==> config.mk <==
export PLATFORM = sky130hd
export DESIGN_NAME = parameterized_uart_rx
export DESIGN_NICKNAME = d
export VERILOG_FILES = /design/src/rtl/uart_pkg.sv /design/src/rtl/uart_rx_sync.sv /design/src/rtl/parameterized_uart_rx.sv
export SDC_FILE = /design/constraint.sdc
export NUM_CORES = 1
export LEC_CHECK = 0
export CELL_PAD_IN_SITES_DETAIL_PLACEMENT = 0
export CELL_PAD_IN_SITES_GLOBAL_PLACEMENT = 1
export CORE_MARGIN = 5
export CORE_UTILIZATION = 33
export CTS_BUF_LIST = sky130_fd_sc_hd__clkbuf_8
export DETAILED_ROUTE_END_ITERATION = 6
export PLACE_DENSITY = 0.58
export SYNTH_ARGS = -nofsm -noshare
export SYNTH_HDL_FRONTEND = slang
export SYNTH_SLANG_ARGS = --single-unit
==> constraint.sdc <==
create_clock -name clk -period 2.5 [get_ports clk]
set_input_delay 0.25 -clock clk [delete_from_list [all_inputs] [get_ports clk]]
set_output_delay 0.25 -clock clk [all_outputs]
set_load 0.005 [all_outputs]
==> src/rtl/uart_pkg.sv <==
// rtl/uart_pkg.sv - UART definitions shared by the receiver and the transmitter
package uart_pkg;

  typedef enum logic [2:0] {
    IDLE   = 3'd0,
    START  = 3'd1,
    DATA   = 3'd2,
    PARITY = 3'd3,
    STOP   = 3'd4
  } uart_state_e;

  localparam int PARITY_EVEN = 0;
  localparam int PARITY_ODD  = 1;

  function automatic int clks_per_bit(input int clock_freq, input int baud_rate);
    return clock_freq / baud_rate;
  endfunction

endpackage

==> src/rtl/uart_rx_sync.sv <==
// rtl/uart_rx_sync.sv - multi-flop synchronizer for the asynchronous rx line
// Resets to 1 so an idle-high line never looks like a start bit out of reset.
module uart_rx_sync #(
  parameter int STAGES = 2
) (
  input  logic clk,
  input  logic rst_n,
  input  logic d,
  output logic q
);

  logic [STAGES-1:0] sync_q, sync_d;

  always_comb begin
    sync_d = {sync_q[STAGES-2:0], d};
  end

  always_ff @(posedge clk or negedge rst_n) begin
    if (!rst_n) begin
      sync_q <= '1;
    end else begin
      sync_q <= sync_d;
    end
  end

  assign q = sync_q[STAGES-1];

endmodule

==> src/rtl/parameterized_uart_rx.sv <==
// rtl/parameterized_uart_rx.sv - UART receiver with mid-bit sampling, parity and framing checks
module parameterized_uart_rx
  import uart_pkg::*;
#(
  parameter int DATA_WIDTH  = 8,
  parameter int PARITY_EN   = 0,
  parameter int PARITY_TYPE = 0,
  parameter int STOP_BITS   = 1,
  parameter int CLOCK_FREQ  = 50_000_000,
  parameter int BAUD_RATE   = 115200
) (
  input  logic                  clk,
  input  logic                  rst_n,
  input  logic                  rx,
  output logic [DATA_WIDTH-1:0] data_out,
  output logic                  data_valid,
  output logic                  parity_err,
  output logic                  frame_err,
  output logic                  rx_busy
);

  localparam int CLKS_PER_BIT = clks_per_bit(CLOCK_FREQ, BAUD_RATE);
  localparam int HALF_BIT     = CLKS_PER_BIT / 2;
  localparam int TIMER_W      = $clog2(CLKS_PER_BIT);
  localparam int CNT_W        = $clog2(DATA_WIDTH + 1);

  localparam logic [TIMER_W-1:0] TIMER_HALF = TIMER_W'(HALF_BIT - 1);
  localparam logic [TIMER_W-1:0] TIMER_FULL = TIMER_W'(CLKS_PER_BIT - 1);
  localparam logic [CNT_W-1:0]   CNT_LAST   = CNT_W'(DATA_WIDTH - 1);
  localparam logic               STOP_LAST  = (STOP_BITS == 2);

  uart_state_e           state_q, state_d;
  logic [TIMER_W-1:0]    bit_timer_q, bit_timer_d;
  logic [CNT_W-1:0]      bit_counter_q, bit_counter_d;
  logic                  stop_idx_q, stop_idx_d;
  logic [DATA_WIDTH-1:0] shift_q, shift_d;
  logic [DATA_WIDTH-1:0] data_out_q, data_out_d;
  logic                  par_bad_q, par_bad_d;
  logic                  frm_bad_q, frm_bad_d;
  logic                  data_valid_q, data_valid_d;
  logic                  parity_err_q, parity_err_d;
  logic                  frame_err_q, frame_err_d;
  logic                  rx_s;
  logic                  exp_parity;
  logic                  timer_full;
  logic                  frm_bad_now;

  uart_rx_sync #(.STAGES(2)) u_sync (
    .clk   (clk),
    .rst_n (rst_n),
    .d     (rx),
    .q     (rx_s)
  );

  always_comb begin
    exp_parity    = (PARITY_TYPE == PARITY_ODD) ? ~^shift_q : ^shift_q;
    timer_full    = (bit_timer_q == TIMER_FULL);
    frm_bad_now   = frm_bad_q | ~rx_s;
    state_d       = state_q;
    bit_timer_d   = bit_timer_q + 1'b1;
    bit_counter_d = bit_counter_q;
    stop_idx_d    = stop_idx_q;
    shift_d       = shift_q;
    par_bad_d     = par_bad_q;
    frm_bad_d     = frm_bad_q;
    data_out_d    = data_out_q;
    data_valid_d  = 1'b0;
    parity_err_d  = parity_err_q;
    frame_err_d   = frame_err_q;
    unique case (state_q)
      IDLE: begin
        bit_timer_d   = '0;
        bit_counter_d = '0;
        stop_idx_d    = 1'b0;
        par_bad_d     = 1'b0;
        frm_bad_d     = 1'b0;
        if (!rx_s) state_d = START;
      end
      START: begin
        // A line that is high again at mid-start-bit was only a glitch.
        if (bit_timer_q == TIMER_HALF) begin
          bit_timer_d = '0;
          state_d     = rx_s ? IDLE : DATA;
        end
      end
      DATA: begin
        if (timer_full) begin
          bit_timer_d   = '0;
          shift_d       = {rx_s, shift_q[DATA_WIDTH-1:1]};
          bit_counter_d = bit_counter_q + 1'b1;
          if (bit_counter_q == CNT_LAST) state_d = (PARITY_EN != 0) ? PARITY : STOP;
        end
      end
      PARITY: begin
        if (timer_full) begin
          bit_timer_d = '0;
          par_bad_d   = rx_s ^ exp_parity;
          state_d     = STOP;
        end
      end
      STOP: begin
        // Leaving at mid-stop-bit lets a back-to-back start edge be caught.
        if (timer_full) begin
          bit_timer_d = '0;
          frm_bad_d   = frm_bad_now;
          if (stop_idx_q == STOP_LAST) begin
            state_d      = IDLE;
            data_valid_d = 1'b1;
            data_out_d   = shift_q;
            parity_err_d = par_bad_q;
            frame_err_d  = frm_bad_now;
          end else begin
            stop_idx_d = 1'b1;
          end
        end
      end
      default: state_d = IDLE;
    endcase
  end

  always_ff @(posedge clk or negedge rst_n) begin
    if (!rst_n) begin
      state_q       <= IDLE;
      bit_timer_q   <= '0;
      bit_counter_q <= '0;
      stop_idx_q    <= 1'b0;
      shift_q       <= '0;
      par_bad_q     <= 1'b0;
      frm_bad_q     <= 1'b0;
      data_out_q    <= '0;
      data_valid_q  <= 1'b0;
      parity_err_q  <= 1'b0;
      frame_err_q   <= 1'b0;
    end else begin
      state_q       <= state_d;
      bit_timer_q   <= bit_timer_d;
      bit_counter_q <= bit_counter_d;
      stop_idx_q    <= stop_idx_d;
      shift_q       <= shift_d;
      par_bad_q     <= par_bad_d;
      frm_bad_q     <= frm_bad_d;
      data_out_q    <= data_out_d;
      data_valid_q  <= data_valid_d;
      parity_err_q  <= parity_err_d;
      frame_err_q   <= frame_err_d;
    end
  end

  assign data_out   = data_out_q;
  assign data_valid = data_valid_q;
  assign parity_err = parity_err_q;
  assign frame_err  = frame_err_q;
  assign rx_busy    = (state_q != IDLE);

endmodule

# --- Word-level counts from Yosys, hierarchy flattened ---
# Cells that the tools add are included.
word_totals:
  register_bits: 40
  elab_cells: 69
  out_inout_bits: 12
  inputBits: 3
classes:
  addsub: 2
  n_bitwise: 4
  n_eq_ne: 14
  reduce_logical: 13
  n_mux: 24
op_table:
  columns: ["operator", "count"]
  rows:
  - ["$pmux W9 S3", 1]
  - ["$mux W3", 7]
  - ["$mux W9", 2]
  - ["$pmux W3 S5", 1]
  - ["$ne A2 B2 Y1 const B", 7]
  - ["$add A9 B1 Y9 const B", 1]
  - ["$eq A9 B8 Y1 const B", 1]
  - ["$eq A9 B9 Y1 const B", 1]
  - ["$pmux W4 S2", 1]
  - ["$reduce_and A2 Y1", 4]
  - ["$reduce_xor A8 Y1", 1]
  - ["$mux W1", 7]
  - ["$reduce_and A7 Y1", 1]
  - ["$eq A3 B2 Y1 const B", 2]
  - ["$pmux W1 S2", 3]
  - ["$reduce_bool A2 Y1", 3]
  - ["$add A4 B1 Y4 const B", 1]
  - ["$eq A4 B3 Y1 const B", 1]
  - ["$mux W4", 1]
  - ["$eq A3 B1 Y1 const B", 1]
  - ["$eq A3 B3 Y1 const B", 1]
  - ["$logic_not A3 Y1", 1]
  - ["$reduce_and A3 Y1", 1]
  - ["$reduce_bool A3 Y1", 1]
  - ["other kinds (5)", 6]

# --- Depth between registers and ports, before layout ---
# Gate-level depths: netlist (run 1).
depth:
  depth_word: 4
  mapped_depth: 8
  mapped_depth_nobuf: 7

# --- Hierarchy ---
# A second synthesis (run 1) with hierarchy kept.
unflattened:
  hier_cells: 147
  area_unflattened_um2: 1884.3
modules_own_cells:
  columns: ["mod", "area_each_um2", "seq_area_each_um2", "n_inst", "cells_per_inst"]
  rows:
  - ["parameterized_uart_rx", 1831.8, 950.9, 1, 145]
  - ["uart_rx_sync", 52.6, 52.6, 1, 2]

# --- Worst setup path after synthesis (run 1) ---
# OpenSTA, ideal clock, no wires.
synth_timing:
  kind: "register to register"
  startpoint: "register bit_timer_q[3]"
  endpoint: "register data_out_q[0] (netlist: data_out[0])"
  slack_ns: 0.438
  setup_time_ns: 0.125
  synth_period_minus_slack_ns: 2.062
  path_buffers: 1
  required_ns: 2.375
  arrival_ns: 1.936
  stages_incl_launch_ff: 6
  path_cell_list: "dfrtp_1 > or4b_4 > or2_4 > nor3_4 > buf_6 > mux2_4"
synth_via:
  elab_chain_cells: 2
synth_rtl:
  columns: ["element", "line", "rtl"]
  rows:
  - ["start, declared", "parameterized_uart_rx.sv:33", "logic [TIMER_W-1:0] bit_timer_q, bit_timer_d;"]
  - ["start signal, assigned", "parameterized_uart_rx.sv:136", "bit_timer_q <= bit_timer_d;"]
  - ["$eq A9 B9 Y1", "parameterized_uart_rx.sv:57", "timer_full = (bit_timer_q == TIMER_FULL);"]
  - ["$reduce_and A3 Y1 (no line)", null, null]
  - ["end signal, assigned", "parameterized_uart_rx.sv:142", "data_out_q <= data_out_d;"]
  - ["end, declared", "parameterized_uart_rx.sv:37", "logic [DATA_WIDTH-1:0] data_out_q, data_out_d;"]
# No other way between the ends.
# A chain may end at the register's enable or synchronous reset.

# --- Final worst setup path (run 1) ---
layout_timing:
  startpoint: "register bit_timer_q[3]"
  endpoint: "register data_out_q[6] (netlist: data_out[6])"
# Same word-level chain as after synthesis.

==> results of run 1 <==
[cells in the mapped netlist, drive strengths merged (2+ instances only)]
cell,n,area share (%)
nand3b,2,0.81
inv,5,1.0
clkbuf,3,0.61
nand3,4,1.1
xor2,7,3.3
a31oi,2,0.68
nor2b,2,0.68
xnor2,10,4.7
ha,4,2.7
nand2,5,1.0
nand4,3,1.0
nor3,6,2.2
nor2,15,3.0
dfrtp,38,51
a21oi,4,1.3
o21ai,8,2.2
dfstp,2,2.8
buf,2,1.0
mux2,17,12
[where the power goes]
part           leakage [nW]  internal, mW  switching [mW]  total (mW)
Clock                0.0593         0.292           0.228       0.521
Combinational         0.365       0.00299          0.0127      0.0157
Sequential            0.537         0.650         0.00229       0.652
Total                 0.961         0.945           0.243        1.19
[logic make-up after synthesis]
logic type	Yosys count	share of synthesized area (%)
AOI/OAI and AO/OA	18	6.15
xor gates and xnor gates	17	8.04
adders and majority gates	4	2.70
buffers and inverters	10	2.64
DFF	40	54.2
muxes	18	12.3
and+or+nand+nor	46	14.0
[area by class of cell]
type / instances / area, µm² / area share (%)
clock buffers: 5 / 68.8 / 3.14
clock inverters: 3 / 38.8 / 1.77
inverters: 5 / 18.8 / 0.857
multi-input cells: 103 / 806 / 36.8
flip-flops and latches: 40 / 1000 / 45.8
well taps: 72 / 90.1 / 4.11
repair buffers: 18 / 165 / 7.54
[worst register-to-register path: cells and delay by family, from the launching register on]
family | cells | cell delay [ps]
buffers and inverters | 1 | 240
flip-flops | 1 | 460
multiplexers | 1 | 350
AND/OR/NAND/NOR | 3 | 1050
[per-stage QoR]
stage	total power, mW	area [µm²]	setup slack, ps
2_1_floorplan	0.665	1850	438
3_3_place_gp	0.681	2080	336
3_5_place_dp	0.682	2080	287
4_1_cts	1.20	2190	278
5_1_grt	1.23	2190	185
6_report	1.19	2190	283
[worst max-delay path by stage]
stage                        start        endpoint  slack, ps  cells past startpoint
detailed placement  bit_timer_q[3]     data_out[6]        290                      5
CTS                 bit_timer_q[3]     data_out[6]        280                      5
finish              bit_timer_q[3]     data_out[6]        280                      5
global placement    bit_timer_q[3]      parity_err        340                      5
floorplan           bit_timer_q[3]     data_out[0]        440                      5
global route        bit_timer_q[2]  bit_timer_q[3]        180                      5
[cells in the final DEF (no fill, tap or decap), types with 2 or more instances in the layout]
cell type	n
xnor2_1	10
dfstp_2	2
clkdlybuf4s50_1	13
a31oi_1	2
inv_1	6
nand4_1	3
ha_1	4
nand2_1	5
mux2_4	7
clkbuf_8	5
dfrtp_1	38
nand3_1	4
nor2b_1	2
nor3_1	5
buf_4	4
xor2_1	7
nand3b_1	2
a21oi_1	3
nor2_1	15
o21ai_0	8
mux2_2	10
[routing by layer]
layer | GRT usage [%] | share of wire, % | up-vias
li1 | - | - | 567
met1 | 14.2 | 49 | 576
met2 | 16.4 | 45 | 14
met3 | 4.17 | 4.3 | 6
met4 | 3.88 | 1.5 | 0
met5 | 0 | 0 | -
[state kept, by name (all words and copies together) (netlist names)]
| signal | cells |
|---|---|
| bit_timer_q | 9 |
| data_out | 8 |
| shift_q | 8 |
| bit_counter_q | 4 |
| state_q | 3 |
| u_sync.sync_q | 2 |
| data_valid | 1 |
| frame_err | 1 |
| frm_bad_q | 1 |
| par_bad_q | 1 |
| parity_err | 1 |
| stop_idx_q | 1 |
==> summary.md, run 1 <==
| Metric | Value |
|---|---|
| R2R cell count | 5 |
| Worst-path cell chain | or4b_4 -> or2_4 -> nor3_4 -> buf_4 -> mux2_2 |
| Initial antenna violation count | 0 |
| Vias per std cell | roughly 4.7 |
| Top delay family on crit path | simple AND/OR/NAND/NOR gates |
| Hold Path Class | input port to async pin |
| Nets | 180 |
| Syn Area/Cell | roughly 12 µm² |
| Clock Path Buffers | 2 |
| Setup crit start kind | flip-flop |
| First-pass detailed-route iteration total | 4 |
| Slew margin rel. | 41.4% |
| Worst-Margin Slew | roughly 880 ps |
| WL/cell | approximately 15 µm |
| Synthesized area | about 0.0019 mm² |
| Distinct cells, synth | 37 |
| Layout cell share with drive strength beyond 1 | 22.4% |
| CTS Root Cell | clkbuf_8 |
| Fin Hold WS | approximately 70 ps |
| GR Overflow Total | 0 |
| Core area | ~0.0055 mm² |
| CP max stage delay | around 600 ps |
| Total Wirelength | around 3600 µm |
| Die area | between 0.007 and 0.008 mm² |
| Fin cells | 246 |
| Crit-path slowest cell | or4b_4 |
| GRT Total Usage | between 10 and 15% |
| Final min period | between 2000 and 2500 ps |
| Worst VDD drop | between 0.3 and 0.4 mV |
| Clk_lat worst skew | 300 ps |
| Post-DP HPWL | between 2000 and 3000 µm |
| Largest net degree at the start of global routing | between 40 and 50 |
| Hold Vio Cnt, Final | 0 |
| Die X | approximately 85 µm |
| First-pass GRT wire length | between 6000 and 7000 µm |
| Top_reg_cell synth | dfrtp_1 |
| Initial DRC Count | ~50 |
| CP max FO | 12 |
| Syn nets | 160 |
| DRC violations left | 0 |
| TritonCTS clock tree | built |
| F_max | around 0.45 GHz |
| Final setup vio count | 0 |
| CP arrival | roughly 2400 ps |
| CTS sink cnt | 40 |
| DR vias | 1163 |
| Pwr per Cell Area | between 500 and 600 mW/mm² |
| Reg2reg start | bit_timer_q[3] |
| Slew Limit Fails | 0 |
| GP Congestion | approximately 0.76 |
| Yosys warning count | 0 |
| Lkg Pwr | a little under 1 nW |
| Flops & latches, synth | 40 |
| Placed cells | 238 |
| Synth-to-Final Area Change | 18.3% |
| Post_cts resized | 0 |
| Post-CTS Setup Inserts | 0 |
| Cells after Synth | roughly 150 |
| CP Capture Type | flip-flop |
| Port Buf Inserts | 14 |
| Setup TNS | 0 ps |
| Number of global-route vias before repair | 1237 |
| R2R Path End | data_out[6] |
| EDFF count, synth | 0 |
| Status | finished clean |
| Initial Util | between 30% and 40% |
| Clock-pin slew on the worst setup and hold paths | 70 ps |
| Cts hold-fix bufs | 0 |
| Core Util, Final | 40.0% |
| Max_cap viols | 0 |
| H-Tree Depth | 2 |
| RSZ-0062 raised after global routing | false |
| Final worst-path cycle share | 88.7% |
| # IOs | 15 |
| Diode count | 0 |
| R2R setup slack | 280 ps |
| WS Path Type | flip-flop to flip-flop |
| FFs w/ async S/R, synth | 100% |
| Die H | roughly 85 µm |
| Clk_skew | about 6.2 ps |
| Register area share after synthesis | 54.2% |
| Rows | 27 |
| Fill cells | approximately 550 |
| CTS Buf Count | 5 |
| Buf+Inv Stages, Crit Path | 1 |
| Antenna violation net count after detailed routing | 0 |
| Req. time, crit path | approximately 2700 ps |
Note: power is estimated with default switching activity, not from simulation.
==> run 2, diff against run 1 <==
--- a/config.mk
+++ b/config.mk
@@ -8,10 +8,12 @@
 export CELL_PAD_IN_SITES_DETAIL_PLACEMENT = 0
 export CELL_PAD_IN_SITES_GLOBAL_PLACEMENT = 1
 export CORE_MARGIN = 5
-export CORE_UTILIZATION = 33
+export CORE_UTILIZATION = 48
 export CTS_BUF_LIST = sky130_fd_sc_hd__clkbuf_8
 export DETAILED_ROUTE_END_ITERATION = 6
-export PLACE_DENSITY = 0.58
+export GPL_TIMING_DRIVEN = 0
+export PLACE_DENSITY = 0.8
+export SKIP_CTS_REPAIR_TIMING = 1
 export SYNTH_ARGS = -nofsm -noshare
 export SYNTH_HDL_FRONTEND = slang
 export SYNTH_SLANG_ARGS = --single-unit
==> run 2 against run 1 <==
Net effect:
- critical path depth decreased by 1
- count of clock-buffer cells in the layout unchanged
- hold slack gained 6.0 ps
- core utilization up 18 points
- first-iteration DRC count is 86% higher
- global-route usage increased by 3.3 points
- sequential power about the same
- non-clock buffer count increased by 1
- cell count shrank 9.3%
- clock power is 24% lower
- register-to-register slack got worse by 20 ps
==> summary.md, run 2 (same netlist as run 1, synthesis figures left out) <==
| Metric | Value |
|---|---|
| Port Buf Inserts | 14 |
| Clk_skew | ~11 ps |
| WL/cell | roughly 14 µm |
| CP startpoint | bit_timer_q[3] |
| Vias per std cell | roughly 5.4 |
| DR vias | approximately 1200 |
| Fin cells | approximately 220 |
| Buf+Inv Stages, Crit Path | 1 |
| Number of global-route vias before repair | ~1200 |
| Initial Util | around half |
| CP Capture Type | flip-flop |
| Reg2reg start | bit_timer_q[3] |
| Layout cell share with drive strength beyond 1 | 20.0% |
| Commonest non-fill, non-tap cells in the layout | dfrtp_1 (38), nor2_1 (15), clkdlybuf4s50_1 (13) |
| CP arrival | approximately 2400 ps |
| H-Tree Depth | 2 |
| Status | finished clean |
| Max reg flops | 9 |
| GR Overflow Total | 0 |
| CP max FO | 10 |
| First-pass GRT wire length | between 5000 and 6000 µm |
| Hold Path Class | input port to async pin |
| Die H | approximately 72 µm |
| Rows | 22 |
| Req. time, crit path | 2670 ps |
| Setup crit start kind | flip-flop |
| WS Path Type | flip-flop to flip-flop |
| Placed cells | about 220 |
| Hold Vio Cnt, Final | 0 |
| Core area | 0.00369 mm² |
| Top reg by flops | bit_timer_q |
| Die area | a little over 0.005 mm² |
| DRC violations left | 0 |
| Pre-CTS setup slack | about 280 ps |
| Lkg Pwr | about 0.95 nW |
| Nets | ~180 |
| Final setup vio count | 0 |
| Worst-Margin Slew | approximately 880 ps |
| R2R Path End | shift_q[0] |
| Slew margin rel. | roughly two fifths |
| GRT Total Usage | 14.1% |
| Largest net degree at the start of global routing | 41 |
| CP max stage delay | around 600 ps |
| Setup TNS | 0 ps |
| Clk_lat worst skew | approximately 290 ps |
| CTS sink cnt | 40 |
| CTS Buf Count | 5 |
| TritonCTS clock tree | built |
| Synth-to-Final Area Change | 14.9% |
| First-pass detailed-route iteration total | 4 |
| Crit-path slowest cell | or4b_4 |
| Die X | a little over 70 µm |
| Clock-pin slew on the worst setup and hold paths | 70 ps |
| Final worst-path cycle share | between 80% and 90% |
| Antenna violation net count after detailed routing | 0 |
| Pwr per Cell Area | between 400 and 500 mW/mm² |
| R2R setup slack | about 260 ps |
| Slew Limit Fails | 0 |
| Critical path depth | 4 |
| RSZ-0062 raised after global routing | false |
| Initial DRC Count | between 90 and 100 |
| Diode count | 0 |
| # IOs | 15 |
| Post-route setup slack | 260 ps |
| Total Wirelength | 3190 µm |
| F_max | 0.446 GHz |
| Total power | about 1.1 mW |
| Worst VDD drop | approximately 0.42 mV |
| Final min period | 2240 ps |
| Clock Path Buffers | 2 |
| Post-DP HPWL | about 2300 µm |
| Max_cap viols | 0 |
| R2R cell count | 4 |
| Top delay family on crit path | simple AND/OR/NAND/NOR gates |
| Worst-path cell chain | or4b_4 -> nor4_1 -> buf_4 -> mux2_2 |
| Initial antenna violation count | 0 |
| Fill cells | about 330 |
| CTS Root Cell | clkbuf_8 |
| GP Congestion | a little under 0.8 |
| Commonest non-fill, non-tap cell in the layout | dfrtp_1 |
| Worst Setup EP | shift_q[0] |
-- run 2: changes by cell type in the layout (fill, tap and decap cells not counted) --
cell / delta
buf_4: -3
clkbuf_1: +3
buf_6: +1
bufinv_16: -1
inv_1: +1
nor4_2: -1
nor4_1: +1
-- run 2: how the worst min path moves through the flow --
stage / from / to / slack (ps) / depth (start not counted)
global placement: u_sync.sync_q[0] / u_sync.sync_q[1] / 350 / 0
detailed placement: u_sync.sync_q[0] / u_sync.sync_q[1] / 350 / 0
floorplan: rst_n / bit_counter_q[0] / -50 / 0
CTS: rst_n / bit_counter_q[2] / 100 / 1
finish: rst_n / state_q[0] / 80 / 1
global route: rst_n / bit_timer_q[5] / 160 / 1
-- run 2: layout make-up --
type	count	area, µm²	share of cell area, %
Sequential cell	40	1000	47.1
Multi-Input combinational cell	103	800	37.6
Timing Repair Buffer	14	135	6.35
Clock buffer	5	68.8	3.23
Tap cell	48	60.1	2.82
Buffer	5	30.0	1.41
Inverter	5	18.8	0.882
Clock inverter	3	12.5	0.588
-- run 2: through the flow --
stage / utilization [%] / cell area, µm² / hold slack (ps)
final: 57.7 / 2130 / 76.0
after global routing: 57.7 / 2130 / 162
after CTS: 57.7 / 2130 / 104
after detailed placement: 55.5 / 2050 / 347
after global placement: 55.6 / 2050 / 348
after floorplan: - / 1850 / -45.6
-- run 2: per-layer routing --
layer | track usage [%] | vias to the layer above | wire length (µm)
li1 | - | 573 | -
met1 | 19.2 | 603 | 1540
met2 | 21.2 | 13 | 1510
met3 | 4.57 | 6 | 89
met4 | 5.01 | 0 | 50
met5 | 0 | - | 0
-- run 2: worst register-to-register path, delay by kind of cell (launching register included) --
| kind | cells | cell delay [ps] |
|---|---|---|
| buffers and inverters | 1 | 280 |
| DFF | 1 | 460 |
| muxes | 1 | 360 |
| and+or+nand+nor | 2 | 1040 |
-- run 2: where the power goes --
| part | total [mW] | switching [mW] | leakage, nW | internal (mW) |
|---|---|---|---|---|
| Combinational | 0.0157 | 0.0127 | 0.358 | 0.00299 |
| Sequential | 0.652 | 0.00214 | 0.537 | 0.650 |
| Clock | 0.396 | 0.208 | 0.0505 | 0.188 |
| Total | 1.06 | 0.223 | 0.946 | 0.840 |
==> run 3, diff against run 2 <==
--- a/config.mk
+++ b/config.mk
@@ -5,6 +5,7 @@
 export SDC_FILE = /design/constraint.sdc
 export NUM_CORES = 1
 export LEC_CHECK = 0
+export ABC_AREA = 0
 export CELL_PAD_IN_SITES_DETAIL_PLACEMENT = 0
 export CELL_PAD_IN_SITES_GLOBAL_PLACEMENT = 1
 export CORE_MARGIN = 5
@@ -14,6 +15,7 @@
 export GPL_TIMING_DRIVEN = 0
 export PLACE_DENSITY = 0.8
 export SKIP_CTS_REPAIR_TIMING = 1
+export SLEW_MARGIN = 5
 export SYNTH_ARGS = -nofsm -noshare
 export SYNTH_HDL_FRONTEND = slang
 export SYNTH_SLANG_ARGS = --single-unit
==> run 3 against run 2 <==
Net effect:
- die area did not move
- cell count is 0.90% higher
- routed wire length is 2.3% higher
- sequential share of layout area shrank 0.66 points
- count of clock-buffer cells in the layout unchanged
- critical path depth unchanged
- register-to-register slack is essentially flat
- non-clock buffer count rose by 2
- core utilization is 0.81 points higher
- via count up 1.3%
- power grew 0.12%
- largest cell class unchanged
- highest routed layer unchanged
==> summary.md, run 3 (same netlist as run 1, synthesis figures left out) <==
| Metric | Value |
|---|---|
| Total Wirelength | between 3000 and 4000 µm |
| Pwr per Cell Area | 493 mW/mm² |
| Die area | between 0.005 and 0.006 mm² |
| WS Path Type | flip-flop to output port |
| Lkg Pwr | around 0.96 nW |
| R2R Path End | shift_q[0] |
| R2R setup slack | between 200 and 300 ps |
| Initial DRC Count | 68 |
| CP max FO | 10 |
| Vias per std cell | approximately 5.4 |
| R2R cell count | 4 |
| Clock-pin slew on the worst setup and hold paths | 70 ps |
| Diode count | 0 |
| Core area | between 0.003 and 0.004 mm² |
| WL/cell | between 10 and 15 µm |
| CP startpoint | state_q[0] |
| Fin cells | between 200 and 250 |
| Worst Setup EP | rx_busy |
| Slew Limit Fails | 0 |
| Fin Hold WS | approximately 360 ps |
| CTS Buf Count | 5 |
| CTS sink cnt | 40 |
| Die H | 72.1 µm |
| Final worst-path cycle share | 89.6% |
| Reg2reg start | bit_timer_q[3] |
| CP arrival | 1990 ps |
| First-pass detailed-route iteration total | 4 |
| First-pass GRT wire length | 5890 µm |
| Initial antenna violation count | 0 |
| Rows | 22 |
| Slew margin rel. | a little under two thirds |
| Placed cells | 216 |
| Commonest non-fill, non-tap cells in the layout | dfrtp_1 (38), nor2_1 (15), clkdlybuf4s50_1 (13) |
| Status | finished clean |
| Total power | 1.06 mW |
| Nets | about 180 |
| GR Overflow Total | 0 |
| Setup crit start kind | flip-flop |
| Req. time, crit path | around 2300 ps |
| CTS Root Cell | clkbuf_8 |
| RSZ-0062 raised after global routing | false |
| Post-DP HPWL | ~2300 µm |
| Largest net degree at the start of global routing | 30 |
| Worst-Margin Slew | between 500 and 600 ps |
| TritonCTS clock tree | built |
| Hold Vio Cnt, Final | 0 |
| Clock Path Buffers | 2 |
| Hold Path Class | flip-flop to flip-flop |
| Fill cells | 350 |
| H-Tree Depth | 2 |
| Max reg flops | 9 |
| GRT Total Usage | approximately 15% |
| Layout cell share with drive strength beyond 1 | about a fifth |
| Setup TNS | 0 ps |
| CP Capture Type | output port |
| Synth-to-Final Area Change | 16.6% |
| Commonest non-fill, non-tap cell in the layout | dfrtp_1 |
| GP Congestion | 0.780 |
| Clk_skew | about 5.3 ps |
| Clk_lat worst skew | 280 ps |
| Max_cap viols | 0 |
| F_max | 0.446 GHz |
| DR vias | between 1000 and 1500 |
| Initial Util | 50.2% |
| Top reg by flops | bit_timer_q |
| Worst VDD drop | roughly 0.36 mV |
| DRC violations left | 0 |
| Antenna violation net count after detailed routing | 0 |
| Number of global-route vias before repair | approximately 1300 |
| Final min period | between 2000 and 2500 ps |
| # IOs | 15 |
| Die X | 72.1 µm |
| Final setup vio count | 0 |
| Port Buf Inserts | 14 |
-- run 3: cell type report --
| cell class | instances | area, µm² | share of cell area (%) |
|---|---|---|---|
| Buffer | 5 | 30.0 | 1.39 |
| Clock buffer | 5 | 68.8 | 3.19 |
| Clock inverter | 3 | 12.5 | 0.580 |
| Inverter | 5 | 18.8 | 0.870 |
| Multi-Input combinational cell | 103 | 800 | 37.0 |
| Sequential cell | 40 | 1000 | 46.5 |
| Tap cell | 48 | 60.1 | 2.78 |
| Timing Repair Buffer | 16 | 165 | 7.65 |
-- run 3: routing by layer --
layer | vias to the layer above | part of all wire, % | GRT usage (%)
met3 | 7 | 2.8 | 4.71
met5 | - | 0 | 0
met4 | 0 | 1.6 | 5.85
met1 | 610 | 47 | 18.8
li1 | 578 | - | -
met2 | 15 | 48 | 23.0
-- run 3: worst min-delay path by stage --
stage	endpoint	slack, ps	cells after the start	start
6_report	u_sync.sync_q[1]	360	0	u_sync.sync_q[0]
5_1_grt	u_sync.sync_q[0]	350	1	rx
4_1_cts	data_out[1]	-160	1	rst_n
3_5_place_dp	state_q[2]	160	1	rst_n
3_3_place_gp	u_sync.sync_q[1]	350	0	u_sync.sync_q[0]
2_1_floorplan	bit_counter_q[0]	-50	0	rst_n
-- run 3: where the power goes --
part / switching, mW / internal (mW)
Clock: 0.205 / 0.187
Sequential: 0.00210 / 0.650
Combinational: 0.0135 / 0.00714
Total: 0.220 / 0.844
-- run 3: worst max-delay path: stages, from the launching register on --
cell and delay [ps]:
dfrtp_1 360, clkbuf_1 210, nor3_1 520, inv_1 140, clkdlybuf4s50_1 480
-- run 3: through the flow --
stage	setup slack [ps]	utilization, %	cell area (µm²)
final	260	58.5	2160
after global routing	66.4	58.5	2160
after CTS	261	58.2	2150
after detailed placement	282	56.0	2070
after global placement	243	55.6	2050
after floorplan	438	-	1850
